$ cat src/rtl/sdr_bank_monitor.sv
// Passive SDRAM command-bus monitor: tracks every bank's state and open row,
// and checks tRCD/tRAS/tRP plus command legality.
// Latency: 1 clock from command sample to err_* / bank_open / bank_row.
// Backpressure: none; purely observing, it never stalls the bus.
//
// Ports:
//   sdram_clk, sdram_resetn         clock, async active-low reset
//   sdr_cke/cs_n/ras_n/cas_n/we_n   command pins; sdr_ba bank; sdr_addr row/A10
//   clr_err                         clears err_sticky and viol_cnt
//   bank_open, bank_row             per-bank open flag and last-activated row
//   err_valid/err_code/err_bank     one-cycle violation report
//   err_sticky, viol_cnt            sticky flag and saturating count
module sdr_bank_monitor #(
  parameter int NUM_BANKS = 4,
  parameter int BA_W      = 2,
  parameter int ROW_W     = 13,
  parameter int T_RCD     = 3,
  parameter int T_RAS     = 6,
  parameter int T_RP      = 3
) (
  input  logic                       sdram_clk,
  input  logic                       sdram_resetn,
  input  logic                       sdr_cke,
  input  logic                       sdr_cs_n,
  input  logic                       sdr_ras_n,
  input  logic                       sdr_cas_n,
  input  logic                       sdr_we_n,
  input  logic [BA_W-1:0]            sdr_ba,
  input  logic [ROW_W-1:0]           sdr_addr,
  input  logic                       clr_err,
  output logic [NUM_BANKS-1:0]       bank_open,
  output logic [NUM_BANKS*ROW_W-1:0] bank_row,
  output logic                       err_valid,
  output logic [2:0]                 err_code,
  output logic [BA_W-1:0]            err_bank,
  output logic                       err_sticky,
  output logic [15:0]                viol_cnt
);

  localparam logic [1:0] ST_IDLE        = 2'd0;
  localparam logic [1:0] ST_ACTIVATING  = 2'd1;
  localparam logic [1:0] ST_ACTIVE      = 2'd2;
  localparam logic [1:0] ST_PRECHARGING = 2'd3;

  localparam logic [3:0] CMD_ACT   = 4'b0011;
  localparam logic [3:0] CMD_READ  = 4'b0101;
  localparam logic [3:0] CMD_WRITE = 4'b0100;
  localparam logic [3:0] CMD_PRE   = 4'b0010;
  localparam logic [3:0] CMD_REF   = 4'b0001;
  localparam logic [3:0] CMD_MRS   = 4'b0000;
  localparam logic [3:0] CMD_NOP   = 4'b0111;

  localparam int T_MAX = (T_RCD > T_RAS) ? ((T_RCD > T_RP) ? T_RCD : T_RP)
                                         : ((T_RAS > T_RP) ? T_RAS : T_RP);
  localparam int CNT_W = $clog2(T_MAX + 1);
  localparam logic [CNT_W-1:0] ONE      = CNT_W'(1);
  localparam logic [CNT_W-1:0] RCD_LOAD = CNT_W'(T_RCD - 1);
  localparam logic [CNT_W-1:0] RAS_LOAD = CNT_W'(T_RAS - 1);
  localparam logic [CNT_W-1:0] RP_LOAD  = CNT_W'(T_RP - 1);
  // A single-cycle timer skips the transient state entirely.
  localparam logic [1:0] ACT_NEXT = (T_RCD == 1) ? ST_ACTIVE : ST_ACTIVATING;
  localparam logic [1:0] PRE_NEXT = (T_RP == 1)  ? ST_IDLE   : ST_PRECHARGING;

  logic [1:0]       state   [NUM_BANKS];
  logic [CNT_W-1:0] rcd_cnt [NUM_BANKS];
  logic [CNT_W-1:0] ras_cnt [NUM_BANKS];
  logic [CNT_W-1:0] rp_cnt  [NUM_BANKS];

  logic [3:0] cmd;
  logic       is_act, is_rw, is_pre, is_refmrs, a10;
  logic       viol;
  logic [2:0] viol_code;
  logic [BA_W-1:0] viol_bank;

  // Deselect or clock-disable masks the command; timers keep running.
  assign cmd = (!sdr_cke || sdr_cs_n) ? CMD_NOP
                                      : {sdr_cs_n, sdr_ras_n, sdr_cas_n, sdr_we_n};
  assign is_act    = (cmd == CMD_ACT);
  assign is_rw     = (cmd == CMD_READ) || (cmd == CMD_WRITE);
  assign is_pre    = (cmd == CMD_PRE);
  assign is_refmrs = (cmd == CMD_REF) || (cmd == CMD_MRS);
  assign a10       = sdr_addr[10];

  always_comb begin
    for (int b = 0; b < NUM_BANKS; b++) begin
      bank_open[b] = (state[b] == ST_ACTIVATING) || (state[b] == ST_ACTIVE);
    end
  end

  // Violation detection. Multi-bank scans run high-to-low so the
  // lowest-numbered offender is the one left standing.
  always_comb begin
    viol      = 1'b0;
    viol_code = 3'd0;
    viol_bank = sdr_ba;
    if (is_act) begin
      if (bank_open[sdr_ba]) begin
        viol = 1'b1; viol_code = 3'd1;
      end else if (state[sdr_ba] == ST_PRECHARGING) begin
        viol = 1'b1; viol_code = 3'd5;
      end
    end else if (is_rw) begin
      if (state[sdr_ba] == ST_ACTIVATING) begin
        viol = 1'b1; viol_code = 3'd3;
      end else if (state[sdr_ba] != ST_ACTIVE) begin
        viol = 1'b1; viol_code = 3'd2;
      end
    end else if (is_pre) begin
      if (!a10) begin
        if (bank_open[sdr_ba] && ras_cnt[sdr_ba] != '0) begin
          viol = 1'b1; viol_code = 3'd4;
        end
      end else begin
        for (int b = NUM_BANKS - 1; b >= 0; b--) begin
          if (bank_open[b] && ras_cnt[b] != '0) begin
            viol = 1'b1; viol_code = 3'd4; viol_bank = BA_W'(b);
          end
        end
      end
    end else if (is_refmrs) begin
      for (int b = NUM_BANKS - 1; b >= 0; b--) begin
        if (state[b] != ST_IDLE) begin
          viol = 1'b1; viol_code = 3'd6; viol_bank = BA_W'(b);
        end
      end
    end
  end

  // Per-bank FSMs and timers. The timed transitions fire on the edge where
  // the counter steps from 1 to 0, so the bank is ACTIVE (or IDLE) exactly
  // T_RCD (or T_RP) edges after the opening command.
  always_ff @(posedge sdram_clk or negedge sdram_resetn) begin
    if (!sdram_resetn) begin
      for (int b = 0; b < NUM_BANKS; b++) begin
        state[b]   <= ST_IDLE;
        rcd_cnt[b] <= '0;
        ras_cnt[b] <= '0;
        rp_cnt[b]  <= '0;
      end
      bank_row <= '0;
    end else begin
      for (int b = 0; b < NUM_BANKS; b++) begin
        if (rcd_cnt[b] != '0) rcd_cnt[b] <= rcd_cnt[b] - ONE;
        if (ras_cnt[b] != '0) ras_cnt[b] <= ras_cnt[b] - ONE;
        if (rp_cnt[b]  != '0) rp_cnt[b]  <= rp_cnt[b]  - ONE;
        if (state[b] == ST_ACTIVATING && rcd_cnt[b] <= ONE) state[b] <= ST_ACTIVE;
        if (state[b] == ST_PRECHARGING && rp_cnt[b] <= ONE) state[b] <= ST_IDLE;

        // The FSM follows the command even when it was a violation.
        if (is_act && sdr_ba == BA_W'(b)) begin
          state[b]   <= ACT_NEXT;
          rcd_cnt[b] <= RCD_LOAD;
          ras_cnt[b] <= RAS_LOAD;
          bank_row[b*ROW_W +: ROW_W] <= sdr_addr;
        end else if (bank_open[b] && is_pre && (a10 || sdr_ba == BA_W'(b))) begin
          state[b]  <= PRE_NEXT;
          rp_cnt[b] <= RP_LOAD;
        end else if (state[b] == ST_ACTIVE && is_rw && a10 && sdr_ba == BA_W'(b)) begin
          state[b]  <= PRE_NEXT;
          rp_cnt[b] <= RP_LOAD;
        end
      end
    end
  end

  // Error reporting. A violation in the same cycle as clr_err still counts.
  always_ff @(posedge sdram_clk or negedge sdram_resetn) begin
    if (!sdram_resetn) begin
      err_valid  <= 1'b0;
      err_code   <= 3'd0;
      err_bank   <= '0;
      err_sticky <= 1'b0;
      viol_cnt   <= 16'd0;
    end else begin
      err_valid <= viol;
      err_code  <= viol ? viol_code : 3'd0;
      err_bank  <= viol ? viol_bank : '0;
      if (viol) begin
        err_sticky <= 1'b1;
        if (clr_err)                viol_cnt <= 16'd1;
        else if (viol_cnt != 16'hFFFF) viol_cnt <= viol_cnt + 16'd1;
      end else if (clr_err) begin
        err_sticky <= 1'b0;
        viol_cnt   <= 16'd0;
      end
    end
  end

endmodule
$ cat config.mk
export PLATFORM = sky130hd
export DESIGN_NAME = sdr_bank_monitor
export DESIGN_NICKNAME = d
export VERILOG_FILES = /design/src/rtl/sdr_bank_monitor.sv
export SDC_FILE = /design/constraint.sdc
export NUM_CORES = 1
export LEC_CHECK = 0
export ABC_AREA = 1
export BUFFER_PORTS_ARGS = -buffer_cell sky130_fd_sc_hd__buf_2
export CAP_MARGIN = 0
export CELL_PAD_IN_SITES_DETAIL_PLACEMENT = 1
export CELL_PAD_IN_SITES_GLOBAL_PLACEMENT = 1
export CORE_UTILIZATION = 46
export CTS_CLUSTER_SIZE = 10
export DETAILED_ROUTE_END_ITERATION = 6
export MAX_ROUTING_LAYER = met4
export PLACE_DENSITY_LB_ADDON = 0.1
export SYNTH_ARGS = -nofsm -noshare
export SYNTH_HDL_FRONTEND = slang
export SYNTH_SLANG_ARGS = --single-unit
$ cat constraint.sdc
create_clock -name sdram_clk -period 3.5 [get_ports sdram_clk]
set_input_delay 0.35 -clock sdram_clk [delete_from_list [all_inputs] [get_ports sdram_clk]]
set_output_delay 0.35 -clock sdram_clk [all_outputs]
set_load 0.005 [all_outputs]
Word level (Yosys, flattened, before mapping). Index checks and enable logic that the tools add are counted.

Input bits: 23. Logic and storage cells: 274. Register bits: 119. Output and inout port bits: 79.

Reduce and logical (&&, ||, !) cells: 83. Bitwise logic cells: 1. Magnitude comparators: 10. Add/subtract/negate cells: 13. Equal/unequal tests: 24. Muxes and demuxes: 118.

Operators with widths (number): two-way mux 3 bit (51); two-way mux 2 bit (38); two-way mux 16 bit (4); nonzero test 3 bit (13); logical AND 1 bit (37); subtractor 3 x 1 -> 3 bit, second input constant (12); nonzero test 2 bit (14); <= comparator 3 x 1 -> 1 bit, second input constant (8); equality test 2 bit, second input constant (11); two-way mux 1 bit (21); nonzero test 5 bit (4); adder 16 x 1 -> 16 bit, second input constant (1); != test 16 bit, second input constant (1); equality test 2 x 1 -> 1 bit, second input constant (6); logical OR 1 bit (11); equality test 4 x 2 -> 1 bit, second input constant (2); equality test 4 x 3 -> 1 bit, second input constant (2); binary-select mux 3 bit (select 2 bit) (1); binary-select mux 2 bit (select 2 bit) (1); equality test 4 x 1 -> 1 bit, second input constant (1); zero test 4 bit (1); two-way mux 4 bit (1); greater-or-equal comparator 3 bit, second input constant (1); < comparator 2 x 3 -> 1 bit, second input constant (1); 6 further kinds (6).

Longest topological paths before layout. Gate-level depths: netlist (run 1).

Word-level depth: 13. Mapped depth: 14. Depth with buffers taken out: 13.

Worst setup path after synthesis (run 1). OpenSTA, ideal clock, no wires.

Path kind: register -> register. Start: register state[2] (netlist bit). End: register viol_cnt[12]. Path slack: 1.649 ns. Period minus slack after synthesis: 1.851 ns. Arrival: 1.736 ns. Buffers on the path: 1. Stages on the path, launching flop included: 14. Library setup time: 0.115 ns. Required time: 3.385 ns. Cell sequence: dfrtp_1 inv_1 ha_1 nand3_1 nand2_2 nor2_4 nor2_4 nand2_2 nand2_2 nand2_4 nand4_4 buf_6 nand2_1 nand2_2.

Cells in the longest elaborated chain, start to end: 12. Elaborated cells between the ends (all ways): 33. Classes of those cells: eq/ne (5); mux (22); reduce/logical (6).

RTL lines: start, declared (line 64) `logic [1:0] state [NUM_BANKS];`; start signal, assigned by index (line 135) `state[b] <= ST_IDLE;`; start signal, assigned by index (line 146) `if (state[b] == ST_ACTIVATING && rcd_cnt[b] <= ONE) state[b] <= ST_ACTIVE;`; start signal, assigned by index (line 147) `if (state[b] == ST_PRECHARGING && rp_cnt[b] <= ONE) state[b] <= ST_IDLE;`; equality test 2 x 1 -> 1 bit or equality test 2 bit (tied branches) (line 86) `bank_open[b] = (state[b] == ST_ACTIVATING) || (state[b] == ST_ACTIVE);`; logical OR 1 bit (*) (line 86); net bank_open[2] (line 31) `output logic [NUM_BANKS-1:0] bank_open,`; binary-select mux 1 bit (select 2 bit) or logical AND 1 bit (tied branches) (line 97, 110, 115); two-way mux 1 bit, on equally long branches (line 97, 110, 115); logical AND 1 bit or two-way mux 1 bit (tied branches) (line 110, 115); two-way mux 1 bit, on equally long branches (line 110, 115); two-way mux 1 bit (line 109) `if (!a10) begin`; two-way mux 1 bit (line 108) `end else if (is_pre) begin`; two-way mux 1 bit (line 102) `end else if (is_rw) begin`; two-way mux 1 bit (*) (line 96) `if (is_act) begin`; net viol (line 71) `logic viol;`; nonzero test 2 bit (no source line); AND reduction 2 bit (no source line); end signal, assigned (line 181) `else if (viol_cnt != 16'hFFFF) viol_cnt <= viol_cnt + 16'd1;`; end, declared (line 37) `output logic [15:0] viol_cnt`.

Mark *: on every way through the listed nets, which the timed path passes. The rest lies on a longest branch. The select of a mux whose other input is x is not followed. A chain may end at the register's enable or synchronous reset.

Worst setup path after layout (run 1).
Start: register state[2] (netlist bit). End: register viol_cnt[15].

Cells in the longest elaborated chain, start to end: 12. Elaborated cells between the ends (all ways): 33. Classes of those cells: eq/ne (5); mux (22); reduce/logical (6).

RTL lines (line): equality test 2 x 1 -> 1 bit or equality test 2 bit (tied branches) (86); logical OR 1 bit (86); binary-select mux 1 bit (select 2 bit) or logical AND 1 bit (tied branches) (97, 110, 115); two-way mux 1 bit, on equally long branches (97, 110, 115); logical AND 1 bit or two-way mux 1 bit (tied branches) (110, 115); two-way mux 1 bit, on equally long branches (110, 115); two-way mux 1 bit (109); two-way mux 1 bit (108); two-way mux 1 bit (102); two-way mux 1 bit (*) (96); nonzero test 2 bit (no source line); AND reduction 2 bit (no source line).

Every way passes the cells marked *; elsewhere a longest branch is shown, timed or not. The select of a mux whose other input is x is not followed.

==> metrics.md, run 1 <==
| Metric | Value |
|---|---|
| Critical Path Slowest Stage Cell | `sky130_fd_sc_hd__dfrtp_1` |
| Chain of cells forming the critical path | `inv_1 -> ha_1 -> nand2_1 -> a21oi_1 -> nor2_1 -> nand2_2 -> nand2_4 -> nand3_4 -> nand3_4 -> nand3_1 -> nand2_1` |
| Pwr dens | `764 mW/mm^2` |
| Internal power contribution | `3.75 mW` |
| Syn Nets | `821` |
| Top cells by area in the synthesized netlist | `sky130_fd_sc_hd__dfrtp_1, sky130_fd_sc_hd__ha_1, sky130_fd_sc_hd__nand2_1, sky130_fd_sc_hd__inv_1, sky130_fd_sc_hd__o21ai_0` |
| Levels on crit path | `11` |
| Antenna violations before repair | `0` |
| Final nets | `930` |
| Arrival @ worst endpoint | `2610 ps` |
| Tcrit/Tclk final | `0.662` |
| Later-pin clock latency in the skew report | `430 ps` |
| # Max-Cap Violations | `0` |
| End point of the critical path | `viol_cnt[15]` |
| Top-area cell type share of the netlist area | `0.463` |
| Worst path required time | `3800 ps` |
| Wire length of the first global-routing pass | `29,300 um` |
| Relative slew slack | `0.398` |
| Resize count post-CTS | `0` |
| EDFF count, synth | `0` |
| Total of buffers placed on input and output ports | `101` |
| Fill cells | `1,627` |
| Final estimated routing congestion in global placement | `0.869` |
| Starting Density | `0.478` |
| Part of the total power dissipated in combinational logic | `0.341` |
| Clock tree from TritonCTS | `yes` |
| Worst slack, placed | `1170 ps` |
| Vias per std cell | `5.23` |
| Maximum net fanout on the critical path | `16` |
| Worst flop-to-flop path endpoint | `viol_cnt[15]` |
| Routed wire length per instance | `16.7 um` |
| Synthesis-stage register bit count | `119` |
| Slowest cell delay on critical path | `490 ps` |
| Synthesis-to-layout area growth | `20.5%` |
| Leakage power | `4.14 nW` |
| Fin. max-slew vios | `0` |
| Clk pin slew, worst setup/hold paths | `60 ps` |
| Crit Reg-Reg Startpoint | `state[2]` |
| Number of top-level pins | `102` |
| Flop2flop setup slack | `1180 ps` |
| Worst hold slack across all endpoints | `17.4 ps` |
| Number of nets with antenna violations after detailed routing | `0` |
| Height of the die | `120 um` |
| Critical path capture point type | `register` |
| Length in cells of the worst reg-to-reg path | `11` |
| Number of endpoints failing setup at the final stage | `0` |
| DRC violation count after routing | `0` |
| Number of instances in the synthesized netlist | `749` |
| Share of total power in the clock network | `0.318` |
| Share of synthesized registers carrying an async set or reset | `1.00` |
| Actual transition at the worst max-transition pin | `902 ps` |
| # diodes | `0` |
| TritonCTS sink count | `119` |
| Die Outline Area | `0.0144 mm^2` |
| Switching component of the power | `2.17 mW` |
| Layout Skew | `9.76 ps` |
| Top cell family by delay on the critical path | `simple AND/OR/NAND/NOR gates` |
| Final routed wirelength across all metal layers | `17,500 um` |
| Maximum number of buffers from clock root to sink | `2` |
| Crit path buffers/inverters | `1` |
| Sort of element at the start of the critical path | `register` |
| Overall Global Routing Usage | `0.269` |
| Core region area | `0.0135 mm^2` |
| Count of yosys warnings during synthesis | `0` |
| Setup WS post-layout | `1180 ps` |
| Final hold violations | `0` |
| Class of the tightest hold or removal check | `in -> async` |
| Synth Cell Area | `0.00643 mm^2` |
| HPWL after detailed placement | `12,300 um` |
| Switching Fraction | `0.366` |
| Fraction of final layout cells with drive strength greater than 1 | `0.211` |
| 1st-pass router iterations | `4` |
| Crit Path Class | `reg -> reg` |
| Total grt overflow | `0` |
| Die X-Extent | `120 um` |
| Minimum period implied by the final worst setup slack | `2320 ps` |
| RSZ-0062 raised after global routing | `false` |
| H-Tree Depth | `4` |
| Aggregate negative setup slack | `0 ps` |
| Run status | `finished, final reports clean` |
| Total CTS buffers | `17` |
| Master cell of the clock root buffer | `sky130_fd_sc_hd__clkbuf_16` |
| Dominant register cell in the synthesized netlist | `sky130_fd_sc_hd__dfrtp_1` |
| Worst IR drop on VDD | `388 uV` |
| Post-synthesis cell type with the largest combined area | `sky130_fd_sc_hd__dfrtp_1` |
| Largest net degree at the start of global routing | `65` |
| Std-Cell Rows | `42` |
| Register area share after synthesis | `0.463` |
| Count of different cell masters after synthesis | `37` |
| Post-synthesis average cell area | `8.58 um^2` |
| Fmax achieved | `432 MHz` |
| DRC violation total after the first TritonRoute iteration | `238` |
| Start point of the critical path | `state[2]` |
| Via count of the first global-routing pass | `5,967` |
| Total setup buffers inserted after CTS | `0` |
| Sequential power share | `0.341` |
| Via Count | `5,481` |
| Hold bufs inserted after CTS | `0` |
stage by stage:
step                 util  total power, mW  instance area [um^2]  std cells
floorplan               -             3.37                  6430        749
global placement    0.529             3.87                  7110       1015
detailed placement  0.529             4.04                  7110       1015
CTS                 0.576             5.98                  7750       1047
global route        0.576             6.33                  7750       1047
finish              0.576             5.92                  7750       1047
logic make-up (layout without fill, tap and decap cells):
group	Yosys count	after routing	share of synthesized area
buffers and inverters	121	243	0.0767
XOR/XNOR	17	17	0.0232
flip-flops	119	119	0.463
AND/OR/NAND/NOR	333	333	0.245
AO/OA/AOI/OAI	110	110	0.0966
adder cells (fa/ha/maj)	49	49	0.0954
placed cells by master (no fill, tap or decap), drive strengths merged:
| master | count |
|---|---|
| o221ai | 1 |
| a211oi | 4 |
| clkinvlp | 2 |
| buf | 107 |
| nor3b | 1 |
| a22oi | 3 |
| clkbuf | 18 |
| o21a | 1 |
| nand2 | 177 |
| nor2 | 64 |
| o211ai | 8 |
| ha | 49 |
| clkinv | 6 |
| bufinv | 4 |
| nand4 | 7 |
| a21oi | 21 |
| a31oi | 4 |
| o31ai | 4 |
| xor2 | 10 |
| xnor2 | 7 |
| nand3 | 54 |
| inv | 106 |
| or2 | 4 |
| o21ai | 63 |
| dfrtp | 119 |
| nand3b | 9 |
| nor3 | 17 |
| o22ai | 1 |
synth_stat cells (2+ instances only):
cell / instances
sky130_fd_sc_hd__nor3_1: 16
sky130_fd_sc_hd__buf_6: 2
sky130_fd_sc_hd__nand3_4: 2
sky130_fd_sc_hd__a21oi_1: 21
sky130_fd_sc_hd__xnor2_1: 7
sky130_fd_sc_hd__nor2_1: 59
sky130_fd_sc_hd__or2_2: 4
sky130_fd_sc_hd__xor2_1: 10
sky130_fd_sc_hd__nand3b_1: 9
sky130_fd_sc_hd__nand4_1: 6
sky130_fd_sc_hd__o31ai_1: 4
sky130_fd_sc_hd__nand2_2: 16
sky130_fd_sc_hd__nand3_1: 43
sky130_fd_sc_hd__inv_2: 4
sky130_fd_sc_hd__buf_4: 2
sky130_fd_sc_hd__a31oi_1: 4
sky130_fd_sc_hd__o21ai_0: 63
sky130_fd_sc_hd__o211ai_1: 8
sky130_fd_sc_hd__dfrtp_1: 119
sky130_fd_sc_hd__a22oi_2: 2
sky130_fd_sc_hd__nand2_1: 160
sky130_fd_sc_hd__inv_1: 100
sky130_fd_sc_hd__clkbuf_1: 12
sky130_fd_sc_hd__a211oi_1: 4
sky130_fd_sc_hd__nand3_2: 9
sky130_fd_sc_hd__ha_1: 49
sky130_fd_sc_hd__nor2_4: 4
layout make-up:
class	instances	area [um^2]	share of cell area
Tap cell	176	220	0.0284
Sequential cell	119	2980	0.384
Timing Repair Buffer	107	566	0.0730
Clock buffer	18	439	0.0567
Clock inverter	14	198	0.0255
Multi-Input combinational cell	509	2960	0.382
Inverter	104	390	0.0504
registers in the layout, summed over array words and instances (netlist names):
register    cells
rp_cnt         12
rcd_cnt        12
err_bank        2
err_sticky      1
err_valid       1
state           8
err_code        3
ras_cnt        12
viol_cnt       16
bank_row       52
power by group through the flow:
stage	combinational, mW	sequential [mW]	clock [mW]
final	2.02	2.02	1.88
after global routing	2.29	2.07	1.97
after CTS	2.05	2.02	1.91
after detailed placement	2.00	2.03	0
after global placement	1.87	2.01	0
after floorplan	1.40	1.97	0
layer usage:
metal,vias up,GRT usage,part of all wire
met2,119,0.461,0.51
met4,0,0.0953,0.016
met1,2716,0.313,0.43
met5,-,-,0
li1,2621,-,-
met3,25,0.0547,0.040
how the worst min path moves through the flow:
| stage | cells past startpoint | endpoint | from |
|---|---|---|---|
| after floorplan | 0 | bank_row[0] | sdram_resetn |
| after global placement | 2 | bank_row[36] | bank_row[36] |
| after detailed placement | 2 | bank_row[29] | bank_row[29] |
| after CTS | 1 | rcd_cnt[9] | sdram_resetn |
| after global routing | 1 | rcd_cnt[9] | sdram_resetn |
| final | 1 | rcd_cnt[9] | sdram_resetn |
Note: power is estimated with default switching activity, not from simulation.
==> run 2, diff against run 1 <==
- ABC_AREA: 1 -> 0
- CORE_UTILIZATION: 46 -> 39
- clock period: 3.5 -> 1.9 ns (I/O delays scaled with it)
==> run 2 against run 1 <==
  * Highest routed layer unchanged
  * Die area grew 15%
  * Critical endpoint is now viol_cnt[6]
  * The flow now finishes with violations (setup timing)
  * Core utilization is 0.53 points lower
  * Non-clock buffer count grew 127
  * Count of clock-buffer cells in the layout unchanged
  * Sequential cell count unchanged
  * Area after synthesis fell by 2.7%
==> metrics.md, run 2 <==
| Metric | Value |
|---|---|
| Complex-gate fraction of the synthesized area | `0.0924 (was 0.0966)` |
| TritonCTS sink count | `119 (unchanged)` |
| Chain of cells forming the critical path | `inv_2 -> ha_4 -> mux4_2 -> o2111a_2 -> a2111oi_4 -> and4bb_1 -> mux2_4 (was inv_1 -> ha_1 -> nand2_1 -> a21oi_1 -> nor2_1 -> nand2_2 -> nand2_4 -> nand3_4 -> nand3_4 -> nand3_1 -> nand2_1)` |
| Via count of the first global-routing pass | `6,126 (was 5,967)` |
| Syn Nets | `746 (was 821)` |
| Count of different cell masters after synthesis | `58 (was 37)` |
| XOR/XNOR Fraction of Synth Area | `0.0182 (was 0.0232)` |
| Most common library cells after synthesis | `sky130_fd_sc_hd__nand2_1, sky130_fd_sc_hd__dfrtp_1, sky130_fd_sc_hd__nor2_1 (was sky130_fd_sc_hd__nand2_1, sky130_fd_sc_hd__dfrtp_1, sky130_fd_sc_hd__inv_1)` |
| Antenna violations before repair | `0 (unchanged)` |
| Final estimated routing congestion in global placement | `0.860 (was 0.869)` |
| Maximum number of buffers from clock root to sink | `2 (unchanged)` |
| Starting Density | `0.406 (was 0.478)` |
| Most frequent cells in the layout | `sky130_fd_sc_hd__nand2_1, sky130_fd_sc_hd__buf_4, sky130_fd_sc_hd__dfrtp_1, sky130_fd_sc_hd__buf_2, sky130_fd_sc_hd__nor2_1 (was sky130_fd_sc_hd__nand2_1, sky130_fd_sc_hd__dfrtp_1, sky130_fd_sc_hd__inv_1, sky130_fd_sc_hd__buf_2, sky130_fd_sc_hd__o21ai_0)` |
| Synth Cell Area | `0.00626 mm^2 (was 0.00643 mm^2)` |
| Most common cell after layout, fill and taps aside | `sky130_fd_sc_hd__nand2_1 (unchanged)` |
| Crit path buffers/inverters | `1 (unchanged)` |
| Final nets | `982 (was 930)` |
| Total of buffers placed on input and output ports | `101 (unchanged)` |
| Post-route non-filler standard cell count | `1,134 (was 1,047)` |
| Aggregate negative setup slack | `-9360 ps (was 0 ps)` |
| # Max-Cap Violations | `0 (unchanged)` |
| Synthesis-to-layout area growth | `40.7% (was 20.5%)` |
| Class of the tightest hold or removal check | `in -> reg (was in -> async)` |
| Dominant register cell in the synthesized netlist | `sky130_fd_sc_hd__dfrtp_1 (unchanged)` |
| DRC violation total after the first TritonRoute iteration | `179 (was 238)` |
| Slowest cell delay on critical path | `500 ps (was 490 ps)` |
| Top cells by area in the synthesized netlist | `sky130_fd_sc_hd__dfrtp_1, sky130_fd_sc_hd__nand2_1, sky130_fd_sc_hd__ha_1, sky130_fd_sc_hd__nor2_1, sky130_fd_sc_hd__o21ai_0 (was sky130_fd_sc_hd__dfrtp_1, sky130_fd_sc_hd__ha_1, sky130_fd_sc_hd__nand2_1, sky130_fd_sc_hd__inv_1, sky130_fd_sc_hd__o21ai_0)` |
| Arrival @ worst endpoint | `2700 ps (was 2610 ps)` |
| Crit Path Class | `reg -> reg (unchanged)` |
| Die Outline Area | `0.0166 mm^2 (was 0.0144 mm^2)` |
| Top-area cell type share of the netlist area | `0.476 (was 0.463)` |
| Post-synthesis adder-cell area fraction | `0.0980 (was 0.0954)` |
| Master cell of the clock root buffer | `sky130_fd_sc_hd__clkbuf_16 (unchanged)` |
| 1st-pass router iterations | `4 (unchanged)` |
| Via Count | `5,677 (was 5,481)` |
| Fill cells | `1,793 (was 1,627)` |
| Area of the multi-input gates | `0.00322 mm^2 (was 0.00296 mm^2)` |
| Top cell family by delay on the critical path | `multiplexers (was simple AND/OR/NAND/NOR gates)` |
| Wire length of the first global-routing pass | `32,100 um (was 29,300 um)` |
| Sort of element at the start of the critical path | `register (unchanged)` |
| Layout Skew | `7.13 ps (was 9.76 ps)` |
| Count of yosys warnings during synthesis | `0 (unchanged)` |
| Core region area | `0.0154 mm^2 (was 0.0135 mm^2)` |
| Storage element area | `0.00298 mm^2 (unchanged)` |
| Vias per std cell | `5.01 (was 5.23)` |
| Clock tree from TritonCTS | `yes (unchanged)` |
| Overall Global Routing Usage | `0.263 (was 0.269)` |
| Largest net degree at the start of global routing | `57 (was 65)` |
| RSZ-0062 raised after global routing | `true (was false)` |
| Synthesis-stage register bit count | `119 (unchanged)` |
| Worst IR drop on VDD | `839 uV (was 388 uV)` |
| Pwr dens | `1390 mW/mm^2 (was 764 mW/mm^2)` |
| Relative slew slack | `0.500 (was 0.398)` |
| Clk pin slew, worst setup/hold paths | `60 ps (about the same)` |
| Number of top-level pins | `102 (unchanged)` |
| Worst path required time | `2210 ps (was 3800 ps)` |
| Later-pin clock latency in the skew report | `430 ps (about the same)` |
| Worst hold slack across all endpoints | `6.54 ps (was 17.4 ps)` |
| Number of instances in the synthesized netlist | `674 (was 749)` |
| Final hold violations | `0 (unchanged)` |
| Tcrit/Tclk final | `1.26 (was 0.662)` |
| Fraction of final layout cells with drive strength greater than 1 | `0.335 (was 0.211)` |
| Minimum period implied by the final worst setup slack | `2390 ps (was 2320 ps)` |
| Critical path capture point type | `register (unchanged)` |
| Routed wire length per instance | `17.4 um (was 16.7 um)` |
| Core occupancy in the finished layout | `0.571 (was 0.576)` |
| Maximum net fanout on the critical path | `4 (was 16)` |
| Actual transition at the worst max-transition pin | `742 ps (was 902 ps)` |
| HPWL after detailed placement | `14,000 um (was 12,300 um)` |
| Fmax achieved | `418 MHz (was 432 MHz)` |
| Failing checks | `setup timing` |
| H-Tree Depth | `4 (unchanged)` |
| Number of nets with antenna violations after detailed routing | `0 (unchanged)` |
| Max FFs per register | `52 (unchanged)` |
| Total CTS buffers | `17 (unchanged)` |
| Height of the die | `129 um (was 120 um)` |
| Mux cell area share after synthesis | `0.0394 (was 0)` |
| Register with the most flip-flops | `bank_row (unchanged)` |
| Share of synthesized registers carrying an async set or reset | `1.00 (unchanged)` |
| DRC violation count after routing | `0 (unchanged)` |
| Placed Cells | `1,085 (was 1,015)` |
| Total grt overflow | `0 (unchanged)` |
| Setup WS post-layout | `-494 ps (was 1180 ps)` |
| Critical Path Slowest Stage Cell | `sky130_fd_sc_hd__mux4_2 (was sky130_fd_sc_hd__dfrtp_1)` |
| Run status | `complete, but fails checks (was finished, final reports clean)` |
| Leakage power | `4.63 nW (was 4.14 nW)` |
| Largest regs | `bank_row: 52 flops, viol_cnt: 16 flops (unchanged)` |
| Most frequently used cell type in the post-synthesis netlist | `sky130_fd_sc_hd__nand2_1 (unchanged)` |
| Post-synthesis average cell area | `9.28 um^2 (was 8.58 um^2)` |
| Final routed wirelength across all metal layers | `19,700 um (was 17,500 um)` |
| Number of endpoints failing setup at the final stage | `21 (was 0)` |
| Total Power Consumption | `12.2 mW (was 5.92 mW)` |
| Fraction of the mapped netlist area in simple logic gates | `0.238 (was 0.245)` |
| Fin. max-slew vios | `0 (unchanged)` |
| # diodes | `0 (unchanged)` |
| Combinational family with the most area after synthesis | `simple AND/OR/NAND/NOR gates (unchanged)` |
| Post-synthesis cell type with the largest combined area | `sky130_fd_sc_hd__dfrtp_1 (unchanged)` |
| Std-Cell Rows | `45 (was 42)` |
| Die X-Extent | `129 um (was 120 um)` |
| Register area share after synthesis | `0.476 (was 0.463)` |
| EDFF count, synth | `0 (unchanged)` |
## run 2: changes by cell type after synthesis, moves of 13 or more
cell | before | now
sky130_fd_sc_hd__mux2i_1 | 0 | 13
sky130_fd_sc_hd__nand2_1 | 160 | 188
sky130_fd_sc_hd__nor2b_1 | 0 | 21
sky130_fd_sc_hd__nand2b_1 | 0 | 13
sky130_fd_sc_hd__nand3_1 | 43 | 9
sky130_fd_sc_hd__nand2_2 | 16 | 0
sky130_fd_sc_hd__inv_1 | 100 | 39
sky130_fd_sc_hd__o21ai_0 | 63 | 31
## run 2: cells by family (layout without fill, tap and decap cells)
kind of cell | Yosys count | in the layout
fa+ha+maj | 49 | 49
xor+xnor | 13 | 13
simple gates | 330 | 330
compound gates | 87 | 87
flops | 119 | 119
mux | 20 | 20
buf+inv | 56 | 305
## run 2: what timing repair did
action                     4_1_cts  5_1_grt
setup endpoints to repair       21       23
setup buffers                    6        5
hold buffers                     7        0
gates cloned                     1        0
pin swaps                        9       12
hold endpoints to repair        63        0
gates resized for setup         17       16
## run 2: layout make-up
| class | count | share of cell area |
|---|---|---|
| flip-flops and latches | 119 | 0.338 |
| inverters | 39 | 0.0166 |
| multi-input cells | 499 | 0.366 |
| repair buffers | 234 | 0.178 |
| clock inverters | 14 | 0.0226 |
| clock buffers | 18 | 0.0487 |
| well taps | 211 | 0.0300 |
## run 2: final timing paths
path                       cells after the start          from  slack (ps)      endpoint
max                                            7      state[2]        -490   viol_cnt[6]
min                                            3   sdr_addr[8]           7  bank_row[21]
max reg2reg                                    7      state[2]        -490   viol_cnt[6]
min reg2reg                                    2   bank_row[9]         470   bank_row[9]
max in group asynchronous                      3  sdram_resetn        1110   rcd_cnt[11]
min in group asynchronous                      2  sdram_resetn         190   viol_cnt[4]
## run 2: worst min-delay path, cell delays in order
cell,delay [ps]
sky130_fd_sc_hd__buf_2,110
sky130_fd_sc_hd__nand2_1,50
sky130_fd_sc_hd__nand2_1,50
## run 2: metrics by stage
| stage | instance area (um^2) | setup slack, ps |
|---|---|---|
| final | 8800 | -494 |
| after global routing | 8800 | -619 |
| after CTS | 8710 | -463 |
| after detailed placement | 7890 | -530 |
| after global placement | 7890 | -447 |
| after floorplan | 6310 | -469 |
## run 2: routing by layer
layer | vias up | global-route usage | routed length, um
li1 | 2712 | - | -
met2 | 106 | 0.447 | 9960
met3 | 22 | 0.0445 | 676
met5 | - | - | 0
met1 | 2837 | 0.319 | 8850
met4 | 0 | 0.0789 | 244
## run 2: power breakdown
group | total, mW | switching [mW] | internal (mW)
clock | 3.44 | 1.24 | 2.20
sequential | 3.70 | 0.487 | 3.21
combinational | 5.06 | 2.47 | 2.59
total | 12.2 | 4.19 | 8.01
